--- src/rtl/fifo_write_ctrl.sv ---
// Write-side pointer/flag controller for an asynchronous FIFO: write pointer, read-pointer
// synchroniser, full / almost-full / level flags. Optional macro FIFO_WR_OVERFLOW_EN adds a sticky overflow flag.

module gray_to_binary #(
  parameter int unsigned W = 5
) (
  input  logic [W-1:0] i_gray,
  output logic [W-1:0] o_bin
);

  // Each binary bit is the XOR of all Gray bits at or above it
  always_comb begin
    o_bin = '0;
    for (int i = 0; i < int'(W); i++) begin
      o_bin[i] = ^(i_gray >> i);
    end
  end

endmodule

module fifo_write_ctrl #(
  parameter int unsigned SIZE      = 4,
  parameter int unsigned AF_THRESH = 12
) (
  input  logic            clk,
  input  logic            rst_n,
  input  logic            wr_en,
  input  logic [SIZE:0]   rd_gray_async,
  output logic            mem_we,
  output logic [SIZE-1:0] wr_addr,
  output logic [SIZE:0]   wr_gray,
  output logic            full,
  output logic            almost_full,
  output logic [SIZE:0]   wr_level
`ifdef FIFO_WR_OVERFLOW_EN
  ,
  output logic            overflow
`endif
);

  localparam int unsigned PW = SIZE + 1;

  logic [PW-1:0] r_wbin;
  logic [PW-1:0] r_rq1;
  logic [PW-1:0] r_rq2;
  logic [PW-1:0] w_wbin_next;
  logic [PW-1:0] w_wgray_next;
  logic [PW-1:0] w_rbin_s;
  logic [PW-1:0] w_full_cmp;
  logic [PW-1:0] w_level_next;
  logic          w_full_next;
  logic          w_af_next;

  assign mem_we       = wr_en & ~full;
  assign w_wbin_next  = r_wbin + PW'(mem_we);
  assign w_wgray_next = w_wbin_next ^ (w_wbin_next >> 1);
  assign wr_addr      = r_wbin[SIZE-1:0];

  gray_to_binary #(.W(PW)) u_rd_g2b (
    .i_gray (r_rq2),
    .o_bin  (w_rbin_s)
  );

  // Full when the write pointer is exactly one lap ahead of the synchronised read pointer
  assign w_full_cmp   = {~r_rq2[SIZE:SIZE-1], r_rq2[SIZE-2:0]};
  assign w_full_next  = (w_wgray_next == w_full_cmp);
  assign w_level_next = w_wbin_next - w_rbin_s;
  assign w_af_next    = (32'(w_level_next) >= AF_THRESH);

  always_ff @(posedge clk or negedge rst_n) begin
    if (!rst_n) begin
      r_wbin      <= '0;
      wr_gray     <= '0;
      r_rq1       <= '0;
      r_rq2       <= '0;
      wr_level    <= '0;
      full        <= 1'b0;
      almost_full <= 1'b0;
    end else begin
      r_wbin      <= w_wbin_next;
      wr_gray     <= w_wgray_next;
      r_rq1       <= rd_gray_async;
      r_rq2       <= r_rq1;
      wr_level    <= w_level_next;
      full        <= w_full_next;
      almost_full <= w_af_next;
    end
  end

`ifdef FIFO_WR_OVERFLOW_EN
  // Sticky record of any write attempted while full
  always_ff @(posedge clk or negedge rst_n) begin
    if (!rst_n) begin
      overflow <= 1'b0;
    end else if (wr_en & full) begin
      overflow <= 1'b1;
    end
  end
`endif

endmodule

--- config.mk ---
export PLATFORM = sky130hd
export DESIGN_NAME = fifo_write_ctrl
export DESIGN_NICKNAME = d
export VERILOG_FILES = /design/src/rtl/fifo_write_ctrl.sv
export SDC_FILE = /design/constraint.sdc
export NUM_CORES = 1
export LEC_CHECK = 0
export ABC_CLOCK_PERIOD_IN_PS = 5200
export CORE_MARGIN = 3
export CORE_UTILIZATION = 64
export DETAILED_ROUTE_END_ITERATION = 12
export DONT_BUFFER_PORTS = 1
export GPL_TIMING_DRIVEN = 0
export PLACE_DENSITY = 0.87
export REMOVE_ABC_BUFFERS = 1
export SYNTH_ARGS = -nofsm -noshare
export SYNTH_HDL_FRONTEND = slang
export SYNTH_SLANG_ARGS = --single-unit
export TNS_END_PERCENT = 50
--- constraint.sdc ---
create_clock -name clk -period 5.2 [get_ports clk]
set_clock_uncertainty 0.05 [all_clocks]
set_input_delay 1.04 -clock clk [delete_from_list [all_inputs] [get_ports clk]]
set_output_delay 1.04 -clock clk [all_outputs]
set_load 0.1 [all_outputs]
### Word level (Yosys, flattened, before mapping)

Cells that the tools add are included.

* bits of input ports: 8
* output and inout bits: 17
* word-level logic and storage cells: 20
* register bits after elaboration: 27

* add/subtract/negate cells: 2
* bitwise operators: 4
* reduce and logical (&&, ||, !) cells: 5
* equal/unequal tests: 1
* $lt $le $gt $ge: 1

Operators by type and width (count)
* $reduce_xor 5->1: 5
* $add 5x1->5: 1
* $eq 5x5->1: 1
* $ge 5x4->1 const B: 1
* $sub 5x5->5: 1
* $xor 5x4->5: 1
* $not 2->2: 1
* $and 1x1->1: 1
* $not 1->1: 1

### Depth between registers and ports, before layout

Gate-level depths: netlist of the first run.

* depth in word-level cells: 5
* gate-level depth with buffers: 10
* mapped depth without buffers: 10

### Modules after synthesis

From an unflattened synthesis of the first run, not the netlist that was laid out.

* cell total of the unflattened synthesis: 85
* area total of the unflattened synthesis: 1148.6 µm²

Modules (own cells, without submodules)
* fifo_write_ctrl: area an instance 1076.0 µm², times used 1, seq. area each 650.6 µm², cells each 79
* gray_to_binary: area an instance 72.6 µm², times used 1, seq. area each 0.0 µm², cells each 6

### Least setup slack after synthesis of the first run

Ideal clock, no wire load.

* path type: input port to flip-flop
* from: input port wr_en
* to: register almost_full
* path slack: 0.581 ns
* library setup time: 0.071 ns
* data required time: 5.079 ns
* stages: 10
* data arrival time: 4.498 ns
* buffers on the path: 0
* cells stage by stage: nor2b_1 > ha_1 > ha_1 > xnor2_1 > inv_1 > ha_1 > and2_1 > a22o_1 > or4_4 > nand4_1

* longest elaborated chain between the ends: 4

Ends and longest elaborated chain
* start: declaration: line 27 `input logic wr_en,`
* $and 1x1->1: line 54 `assign mem_we = wr_en & ~full;`
* $add 5x1->5: line 55 `assign w_wbin_next = r_wbin + PW'(mem_we);`
* named net w_wbin_next[2]: line 46 `logic [PW-1:0] w_wbin_next;`
* $sub 5x5->5: line 67 `assign w_level_next = w_wbin_next - w_rbin_s;`
* $ge 5x4->1: line 68 `assign w_af_next = (32'(w_level_next) >= AF_THRESH);`
* named net w_af_next: line 52 `logic w_af_next;`
* end signal: assignment: line 86 `almost_full <= w_af_next;`
* end: declaration: line 33 `output logic almost_full,`

The timed path passes the listed nets, and every way through them passes these cells.

### Final worst setup path of the first run

* from: register full
* to: register almost_full

* longest elaborated chain between the ends: 5

Ends and longest elaborated chain
* start: declaration: line 32 `output logic full,`
* start signal: assignment: line 85 `full <= w_full_next;`
* $not 1->1: line 54
* $and 1x1->1: line 54
* named net mem_we: line 29 `output logic mem_we,`
* $add 5x1->5: line 55
* named net w_wbin_next[2]: line 46
* $sub 5x5->5: line 67
* $ge 5x4->1: line 68
* named net w_af_next: line 52

The timed path passes the listed nets, and every way through them passes these cells.

==> metrics.md, run 1 <==
| Metric | Value |
|---|---|
| Status | completed |
| Area Overhead vs Synth | 9.69% |
| Row count | 14 |
| Cell repeated most along the worst path | ha_1 |
| Seq/Total Area, Yosys | 56.0% |
| Area of the mapped netlist | 1160 µm² |
| Clock Latency Late Sink | 0.33 ns |
| Reg2Reg Setup Slack | 1.33 ns |
| H-tree levels | 1 |
| Vias per inst | 5.54 |
| Crit path launch type | flip-flop |
| Clock period minus worst slack | 3.87 ns |
| Die extent in x | 48.6 µm |
| Largest net degree at the start of global routing | 27 |
| Worst EP arrival | 4.08 ns |
| Share of layout cells above drive strength 1 | 13.7% |
| Routed vias | 659 |
| I/O pin total | 25 |
| Initial Util | 72.1% |
| Worst-path cell chain | nor2b_2 > buf_16 > buf_1 > ha_1 > ha_1 > xnor2_1 > inv_1 > ha_1 > and2_1 > a22o_1 > or4_4 > nand4_1 |
| Yosys reg bits | 26 |
| Worst slack at placement | 1.26 ns |
| Hold-fix buffers at CTS | 0 |
| Cts repair resizes | 0 |
| Total track usage | 16.9% |
| Remaining global-route overflow | 0 |
| TritonCTS Buffers | 3 |
| Synth unique cells | 28 |
| FFs w/ async S/R, synth | 100% |
| Crit-path leading delay family | flip-flops |
| Post-CTS Setup Bufs | 0 |
| WL per Instance | 15.1 µm |
| Slew at the pin closest to its max-slew limit | 1.01 ns |
| Routed wire length | 1790 µm |
| Setup TNS Final | 0 ns |
| Critical Path Max Stage Delay | 0.98 ns |
| R2R depth | 12 |
| RR Endpoint | almost_full |
| Hold Path Class | reg2reg |
| Nets | 110 |
| Worst Path Buf+Inv | 3 |
| CTS tree | done |
| Die area | 2360 µm² |
| Antenna violations before repair | 0 |
| Die Y | 48.6 µm |
| Vias in the first global route | 658 |
| Starting DRT DRC Count | 9 |
| Hpwl dp | 1350 µm |
| Critical Path End | almost_full |
| Worst setup EP type | flip-flop |
| Synth Warn # | 0 |
| Global-route wire length before repair | 2970 µm |
| Crit path depth | 12 |
| EDFF count, synth | 0 |
| Reg-to-Reg Start | full |
| Critical path's slowest cell | dfrtp_1 |
| CP Launch Point | full |
| Worst setup margin | 1.33 ns |
| Post-route ant nets | 0 |
| CP Class | reg2reg |
| Footprint of the multi-input gates | 488 µm² |
| Fillers | 104 |
| Reg area | 651 µm² |
| Pre-Repair DR Iteration Count | 4 |
| Ys flop type | dfrtp_1 |
| CTS max path bufs | 2 |
| Peak Freq | 0.259 GHz |
| Commonest non-fill, non-tap cell in the layout | dfrtp_1 |
| Final Hold Viols | 0 |
| Syn_area_per_cell | 12.9 µm² |
| DRC violations left | 0 |
| Most frequent cells in the layout | dfrtp_1, xnor2_1, inv_1, xor2_1, ha_1 |
| Antenna Cells | 0 |
| RSZ-0062 raised after global routing | false |
| CORE AREA | 1610 µm² |
| CTS sink cnt | 26 |
| CP Max Fanout | 6 |
| CTS clock-pin slew for the worst setup and hold paths | 0.14 ns |
| Final setup fails | 0 |
| Fin. max-slew vios | 0 |
| GP Congestion | 0.756 |
| Worst Path Required | 5.42 ns |
| Mapped Cells | 90 |
| Root Driver | clkbuf_4 |
| I/O Buffers | 0 |
| Final worst-path cycle share | 74.4% |
| Relative slew slack | 32.6% |
| Maxcap violations | 0 |
[worst min path at each step]
stage	slack (ns)	from	cells past startpoint	end
5_1_grt	0.29	rst_n	0	r_wbin[1]
2_1_floorplan	0.28	r_rq1[0]	0	r_rq2[0]
3_5_place_dp	0.29	r_rq1[1]	0	r_rq2[1]
6_report	0.31	r_rq1[1]	0	r_rq2[1]
3_3_place_gp	0.28	r_rq1[3]	0	r_rq2[3]
4_1_cts	0.32	rst_n	0	r_wbin[4]
[per-stage QoR]
| step | instances | instance area (µm²) | utilization [%] | hold WS, ns |
|---|---|---|---|---|
| global placement | 113 | 1190 | 73.8 | 0.283 |
| floorplan | 89 | 1160 | - | 0.281 |
| finish | 119 | 1270 | 79.1 | 0.314 |
| CTS | 119 | 1270 | 79.1 | 0.317 |
| global route | 119 | 1270 | 79.1 | 0.290 |
| detailed placement | 115 | 1220 | 75.9 | 0.286 |
[routing by layer]
layer	share of wire, %	global-route usage [%]	vias up
met5	0	0	-
met4	2.9	9.95	0
met3	8.4	6.44	5
met2	47	26.2	27
met1	41	19.8	314
li1	-	-	313
[area by class of cell]
cell class / count / share of cell area (%)
sequential: 26 / 51.0
multi-input combinational: 57 / 38.3
timing repair buffer: 2 / 2.45
clock inverter: 1 / 2.36
tap: 24 / 2.36
clock buffer: 3 / 1.77
inverter: 6 / 1.77
[logic make-up (layout without fill, tap and decap cells)]
logic type | after synthesis | count (layout) | synth area share [%]
simple gates | 18 | 18 | 9.80
buf+inv | 7 | 12 | 2.26
flops | 26 | 26 | 56.0
compound gates | 12 | 12 | 7.11
fa+ha+maj | 6 | 6 | 6.46
xor+xnor | 20 | 20 | 17.5
mux | 1 | 1 | 0.861
[sequential cells by signal, summed over array words and instances (netlist names)]
register and cells:
wr_level 5, r_rq1 5, almost_full 1, r_wbin 5, full 1, wr_gray 4
r_rq2 5
[synth_stat cells, types with 2 or more instances]
cell | instances | area share, %
nand2b_1 | 3 | 1.6
xnor2_1 | 11 | 8.3
nor2b_1 | 3 | 1.6
xor2_1 | 6 | 4.5
nor3_1 | 2 | 0.86
o21ai_0 | 2 | 0.86
inv_1 | 6 | 1.9
a21oi_1 | 4 | 1.7
a21o_2 | 2 | 1.5
nand3_1 | 3 | 1.3
ha_1 | 6 | 6.5
dfrtp_1 | 26 | 56
Power of run 1 is not shown: default switching activity piles up to over one toggle a cycle in this logic, so the estimate is an artifact.
==> run 2, diff against run 1 <==
--- a/config.mk
+++ b/config.mk
@@ -5,13 +5,13 @@
 export SDC_FILE = /design/constraint.sdc
 export NUM_CORES = 1
 export LEC_CHECK = 0
-export ABC_CLOCK_PERIOD_IN_PS = 5200
+export ABC_CLOCK_PERIOD_IN_PS = 3400
 export CORE_MARGIN = 3
-export CORE_UTILIZATION = 64
+export CORE_UTILIZATION = 54
 export DETAILED_ROUTE_END_ITERATION = 12
 export DONT_BUFFER_PORTS = 1
 export GPL_TIMING_DRIVEN = 0
-export PLACE_DENSITY = 0.87
+export PLACE_DENSITY = 0.79
 export REMOVE_ABC_BUFFERS = 1
 export SYNTH_ARGS = -nofsm -noshare
 export SYNTH_HDL_FRONTEND = slang
==> constraint.sdc (replaced) <==
create_clock -name clk -period 3.4 [get_ports clk]
set_clock_uncertainty 0.05 [all_clocks]
set_input_delay 0.68 -clock clk [delete_from_list [all_inputs] [get_ports clk]]
set_output_delay 0.68 -clock clk [all_outputs]
set_load 0.1 [all_outputs]
==> metrics.md, run 2 (synthesized netlist as in run 1, its figures left out) <==
| Metric | Value |
|---|---|
| Status | completed |
| TritonCTS Buffers | 3 (unchanged) |
| Worst setup margin | 0.0860 ns (-1.25 ns) |
| Post-Place Cell Area | 1200 µm² (-1.9%) |
| Peak Freq | 0.302 GHz (+17%) |
| Fillers | 155 (+49%) |
| M1 GR Usage | 20.8% (+1.0 points) |
| Worst EP arrival | 3.53 ns (-0.55 ns) |
| Maxcap violations | 0 (unchanged) |
| Largest net degree at the start of global routing | 27 (unchanged) |
| Initial Util | 58.1% (-14 points) |
| Clock Latency Late Sink | 0.32 ns (about the same) |
| Relative slew slack | 28.5% (-4.1 points) |
| Post-CTS Setup Bufs | 0 (unchanged) |
| CTS sink cnt | 26 (unchanged) |
| Worst Path Required | 3.61 ns (-1.81 ns) |
| Nets | 110 (unchanged) |
| Worst-path cell chain | nor2b_4 > buf_1 > ha_1 > ha_4 > xnor2_4 > inv_2 > ha_4 > and2_1 > a22o_1 > or4_4 > nand4_1 |
| Remaining global-route overflow | 0 (unchanged) |
| Vias in the first global route | 719 (+9.3%) |
| WL per Instance | 16.0 µm (+6.3%) |
| Crit-path leading delay family | simple AND/OR/NAND/NOR gates |
| Slew at the pin closest to its max-slew limit | 1.07 ns (+0.0616 ns) |
| Post-route ant nets | 0 (unchanged) |
| Global-route wire length before repair | 3310 µm (+12%) |
| I/O Buffers | 0 (unchanged) |
| Routed vias | 675 (+2.4%) |
| Final Hold Viols | 0 (unchanged) |
| Antenna violations before repair | 0 (unchanged) |
| Hold Path Class | in2async |
| Setup TNS Final | 0 ns (unchanged) |
| Antenna Cells | 0 (unchanged) |
| Root Driver | clkbuf_4 |
| Busiest metal layer after global routing | met2 |
| Finished Core Util | 66.3% (-13 points) |
| Critical Path Max Stage Delay | 0.65 ns (-0.33 ns) |
| Cell repeated most along the worst path | ha_4 |
| Routed wire length | 1960 µm (+9.0%) |
| I/O pin total | 25 (unchanged) |
| CP Max Fanout | 6 (unchanged) |
| DRC violations left | 0 (unchanged) |
| H-tree levels | 1 (unchanged) |
| RSZ-0062 raised after global routing | false |
| Die area | 2750 µm² (+16%) |
| CP Class | reg2reg |
| CTS clock-pin slew for the worst setup and hold paths | 0.14 ns (about the same) |
| Crit path launch type | flip-flop |
| Post-route cell area | 1330 µm² (+4.0%) |
| Final setup fails | 0 (unchanged) |
| Die extent in x | 52.4 µm (+7.8%) |
| Vias per inst | 5.53 (about the same) |
| Clock period minus worst slack | 3.31 ns (-0.553 ns) |
| Commonest non-fill, non-tap cell in the layout | dfrtp_1 |
| Area Overhead vs Synth | 14.1% |
| GRT met3 Usage | 3.13% (-3.3 points) |
| Total track usage | 16.6% (-0.21 points) |
| Worst Path Buf+Inv | 2 (-1) |
| Share of layout cells above drive strength 1 | 20.0% (+6.3 points) |
| GP Congestion | 0.730 (-3.5%) |
| Critical path's slowest cell | dfrtp_4 |
| CTS tree | done |
| Worst setup EP type | flip-flop |
| Pre-Repair DR Iteration Count | 4 (unchanged) |
| M2 GR Usage | 27.9% (+1.6 points) |
| Most frequent cells in the layout | dfrtp_1, xnor2_1, xor2_1 |
| CTS max path bufs | 2 (unchanged) |
| Fin. max-slew vios | 0 (unchanged) |
| CORE AREA | 2000 µm² (+24%) |
| Hpwl dp | 1420 µm (+4.7%) |
| Die Y | 52.4 µm (+7.8%) |
| Final worst-path cycle share | 97.5% (+23 points) |
| Row count | 16 (+2) |
| Worst slack at placement | -0.720 ns (-1.98 ns) |
| Starting DRT DRC Count | 6 (-3) |
==> run 2: cell counts in the layout (fill, tap and decap cells not counted) <==
No cell type changed its count.
==> run 2: cell type report <==
cell class	instances	area (µm²)	area share, %
flip-flops and latches	26	654	49.3
multi-input cells	57	539	40.7
well taps	27	33.8	2.55
clock inverters	1	30.0	2.26
repair buffers	2	23.8	1.79
clock buffers	3	22.5	1.70
inverters	6	22.5	1.70
==> run 2: worst paths after layout <==
| path | start | endpoint | slack, ns | depth (start not counted) |
|---|---|---|---|---|
| worst max register to register | full | almost_full | 0.09 | 11 |
| worst min-delay path | rst_n | wr_gray[3] | 0.1 | 1 |
| worst min register to register | r_rq1[2] | r_rq2[2] | 0.32 | 0 |
| min in group clk | rd_gray_async[2] | r_rq1[2] | 0.32 | 0 |
| worst max-delay path | full | almost_full | 0.09 | 11 |
| max in group asynchronous | rst_n | full | 3.05 | 1 |
==> run 2: metal layers <==
| metal | wire length, µm | up-vias |
|---|---|---|
| met1 | 818 | 350 |
| met5 | 0 | - |
| met4 | 12 | 0 |
| met3 | 89 | 2 |
| li1 | - | 309 |
| met2 | 1030 | 14 |
==> run 2: stage by stage <==
stage,hold WS [ns],cells
after floorplan,0.281,89
after global placement,0.282,116
after detailed placement,0.287,117
after CTS,0.0994,122
after global routing,0.0896,122
final,0.0968,122
==> run 2: what timing repair did <==
action,in CTS,in global routing
pin swaps,0,0
hold buffers,1,0
setup endpoints to repair,5,2
resized for setup,6,4
endpoints found under the hold margin,26,0
gates cloned,0,0
Power of run 2 is left out for the same reason.
==> run 3, diff against run 2 <==
--- a/config.mk
+++ b/config.mk
@@ -5,13 +5,13 @@
 export SDC_FILE = /design/constraint.sdc
 export NUM_CORES = 1
 export LEC_CHECK = 0
-export ABC_CLOCK_PERIOD_IN_PS = 3400
 export CORE_MARGIN = 3
 export CORE_UTILIZATION = 54
 export DETAILED_ROUTE_END_ITERATION = 12
 export DONT_BUFFER_PORTS = 1
 export GPL_TIMING_DRIVEN = 0
 export PLACE_DENSITY = 0.79
+export RECOVER_POWER = 50
 export REMOVE_ABC_BUFFERS = 1
 export SYNTH_ARGS = -nofsm -noshare
 export SYNTH_HDL_FRONTEND = slang
==> metrics.md, run 3 (synthesized netlist as in run 1, its figures left out) <==
| Metric | Value |
|---|---|
| Area Overhead vs Synth | 12.7% |
| Routed vias | 675 (unchanged) |
| CTS tree | done |
| CTS sink cnt | 26 (unchanged) |
| Cell repeated most along the worst path | ha_4 |
| I/O Buffers | 0 (unchanged) |
| Hpwl dp | 1420 µm (unchanged) |
| Cell Count, Final, Fillers Out | 122 (unchanged) |
| # placed instances | 117 (unchanged) |
| CORE AREA | 2000 µm² (unchanged) |
| CTS max path bufs | 2 (unchanged) |
| Worst Hold End | r_rq1[2] |
| CP Launch Point | full |
| RSZ-0062 raised after global routing | false |
| Final setup fails | 0 (unchanged) |
| WL per Instance | 16.0 µm (about the same) |
| Share of layout cells above drive strength 1 | 18.9% (-1.1 points) |
| Largest net degree at the start of global routing | 27 (unchanged) |
| Antenna Cells | 0 (unchanged) |
| Crit path launch type | flip-flop |
| Worst setup EP type | flip-flop |
| TritonCTS Buffers | 3 (unchanged) |
| Slew at the pin closest to its max-slew limit | 1.34 ns (+0.263 ns) |
| Worst slack at placement | -0.720 ns (unchanged) |
| GP Congestion | 0.730 (unchanged) |
| Root Driver | clkbuf_4 |
| Remaining global-route overflow | 0 (unchanged) |
| Die Y | 52.4 µm (unchanged) |
| Hold Path Class | in2reg |
| Fillers | 158 (+1.9%) |
| RR Endpoint | almost_full |
| CP Class | reg2reg |
| Hold Path Stages | 0 |
| Starting DRT DRC Count | 6 (unchanged) |
| Peak Freq | 0.302 GHz (about the same) |
| Initial Util | 58.1% (unchanged) |
| H-tree levels | 1 (unchanged) |
| Routed wire length | 1950 µm (about the same) |
| Critical path's slowest cell | dfrtp_4 |
| Hold slack | 0.316 ns (+0.219 ns) |
| DRC violations left | 0 (unchanged) |
| Pre-Repair DR Iteration Count | 4 (unchanged) |
| Reg2Reg Setup Slack | 0.09 ns (about the same) |
| Clock period minus worst slack | 3.31 ns (+0.000526 ns) |
| Die area | 2750 µm² (unchanged) |
| Relative slew slack | 11.0% (-18 points) |
| Worst setup margin | 0.0855 ns (-0.000526 ns) |
| Clock Latency Late Sink | 0.32 ns (about the same) |
| Final Hold Viols | 0 (unchanged) |
| Finished Core Util | 65.4% (-0.81 points) |
| Status | completed |
| Vias per inst | 5.53 (unchanged) |
| Reg-to-Reg Start | full |
| Vias in the first global route | 719 (unchanged) |
| Fin. max-slew vios | 0 (unchanged) |
| Die extent in x | 52.4 µm (unchanged) |
| Maxcap violations | 0 (unchanged) |
| Worst-path cell chain | nor2b_4 > buf_1 > ha_1 > ha_4 > xnor2_4 > inv_2 > ha_4 > and2_1 > a22o_1 > or4_4 > nand4_1 |
| Worst EP arrival | 3.53 ns (about the same) |
| CP Max Fanout | 6 (unchanged) |
| Final worst-path cycle share | 97.5% (about the same) |
| Global-route wire length before repair | 3310 µm (unchanged) |
| Hold_sp | rd_gray_async[2] |
| Antenna violations before repair | 0 (unchanged) |
| Most frequent cells in the layout | dfrtp_1, xnor2_1, xor2_1 |
| R2R depth | 11 (unchanged) |
| Row count | 16 (unchanged) |
| Total track usage | 16.6% (unchanged) |
| I/O pin total | 25 (unchanged) |
| CTS clock-pin slew for the worst setup and hold paths | 0.14 ns (about the same) |
| Nets | 110 (unchanged) |
| Commonest non-fill, non-tap cell in the layout | dfrtp_1 |
| Worst Path Required | 3.61 ns (about the same) |
| Post-CTS Setup Bufs | 0 (unchanged) |
| Critical Path Max Stage Delay | 0.65 ns (about the same) |
| Post-route ant nets | 0 (unchanged) |
run 3: changes by cell type in the layout (fill, tap and decap cells not counted), sizes merged:
| cell | previous run | this run |
|---|---|---|
| buf | 2 | 1 |
| clkbuf | 3 | 4 |
run 3: how the worst max path moves through the flow:
stage | to | slack [ns] | cells after the start
2_1_floorplan | almost_full | -1.06 | 10
3_3_place_gp | almost_full | -1.27 | 10
3_5_place_dp | almost_full | -0.72 | 11
4_1_cts | almost_full | 0.03 | 11
5_1_grt | almost_full | 0.008 | 11
6_report | almost_full | 0.09 | 11
run 3: area by class of cell:
class                           count  area [µm²]  share of cell area (%)
Multi-Input combinational cell     57         539                    41.2
Clock buffer                        3        22.5                    1.72
Sequential cell                    26         654                    50.0
Timing Repair Buffer                2        7.51                   0.573
Tap cell                           27        33.8                    2.58
Clock inverter                      1        30.0                    2.29
Inverter                            6        22.5                    1.72
run 3: what timing repair did:
item                                   CTS  global route
setup endpoints to repair                5             2
endpoints found under the hold margin   26             0
resized for setup                        6             4
hold buffers                             1             0
cloned                                   0             0
run 3: layer usage:
layer	GRT usage (%)	wire length (µm)	up-vias	part of all wire, %
met5	0	0	-	0
met4	7.23	12	0	0.61
met2	27.9	1040	14	53
met3	3.13	89	2	4.6
li1	-	-	309	-
met1	20.8	811	350	42
run 3: metrics by stage:
step	area, µm²	TNS (ns)
floorplan	1160	-4.12
global placement	1190	-6.03
detailed placement	1200	-2.00
CTS	1300	0
global route	1310	0
finish	1310	0
run 3: critical path, delay by kind of cell, from the launching register on:
family	cells	cell delay [ns]
DFF	1	0.65
buffers and inverters	2	0.26
xor gates and xnor gates	1	0.16
AOI/OAI and AO/OA	1	0.22
and+or+nand+nor	4	1.22
adders and majority gates	3	0.68
Power of run 3 is left out for the same reason.
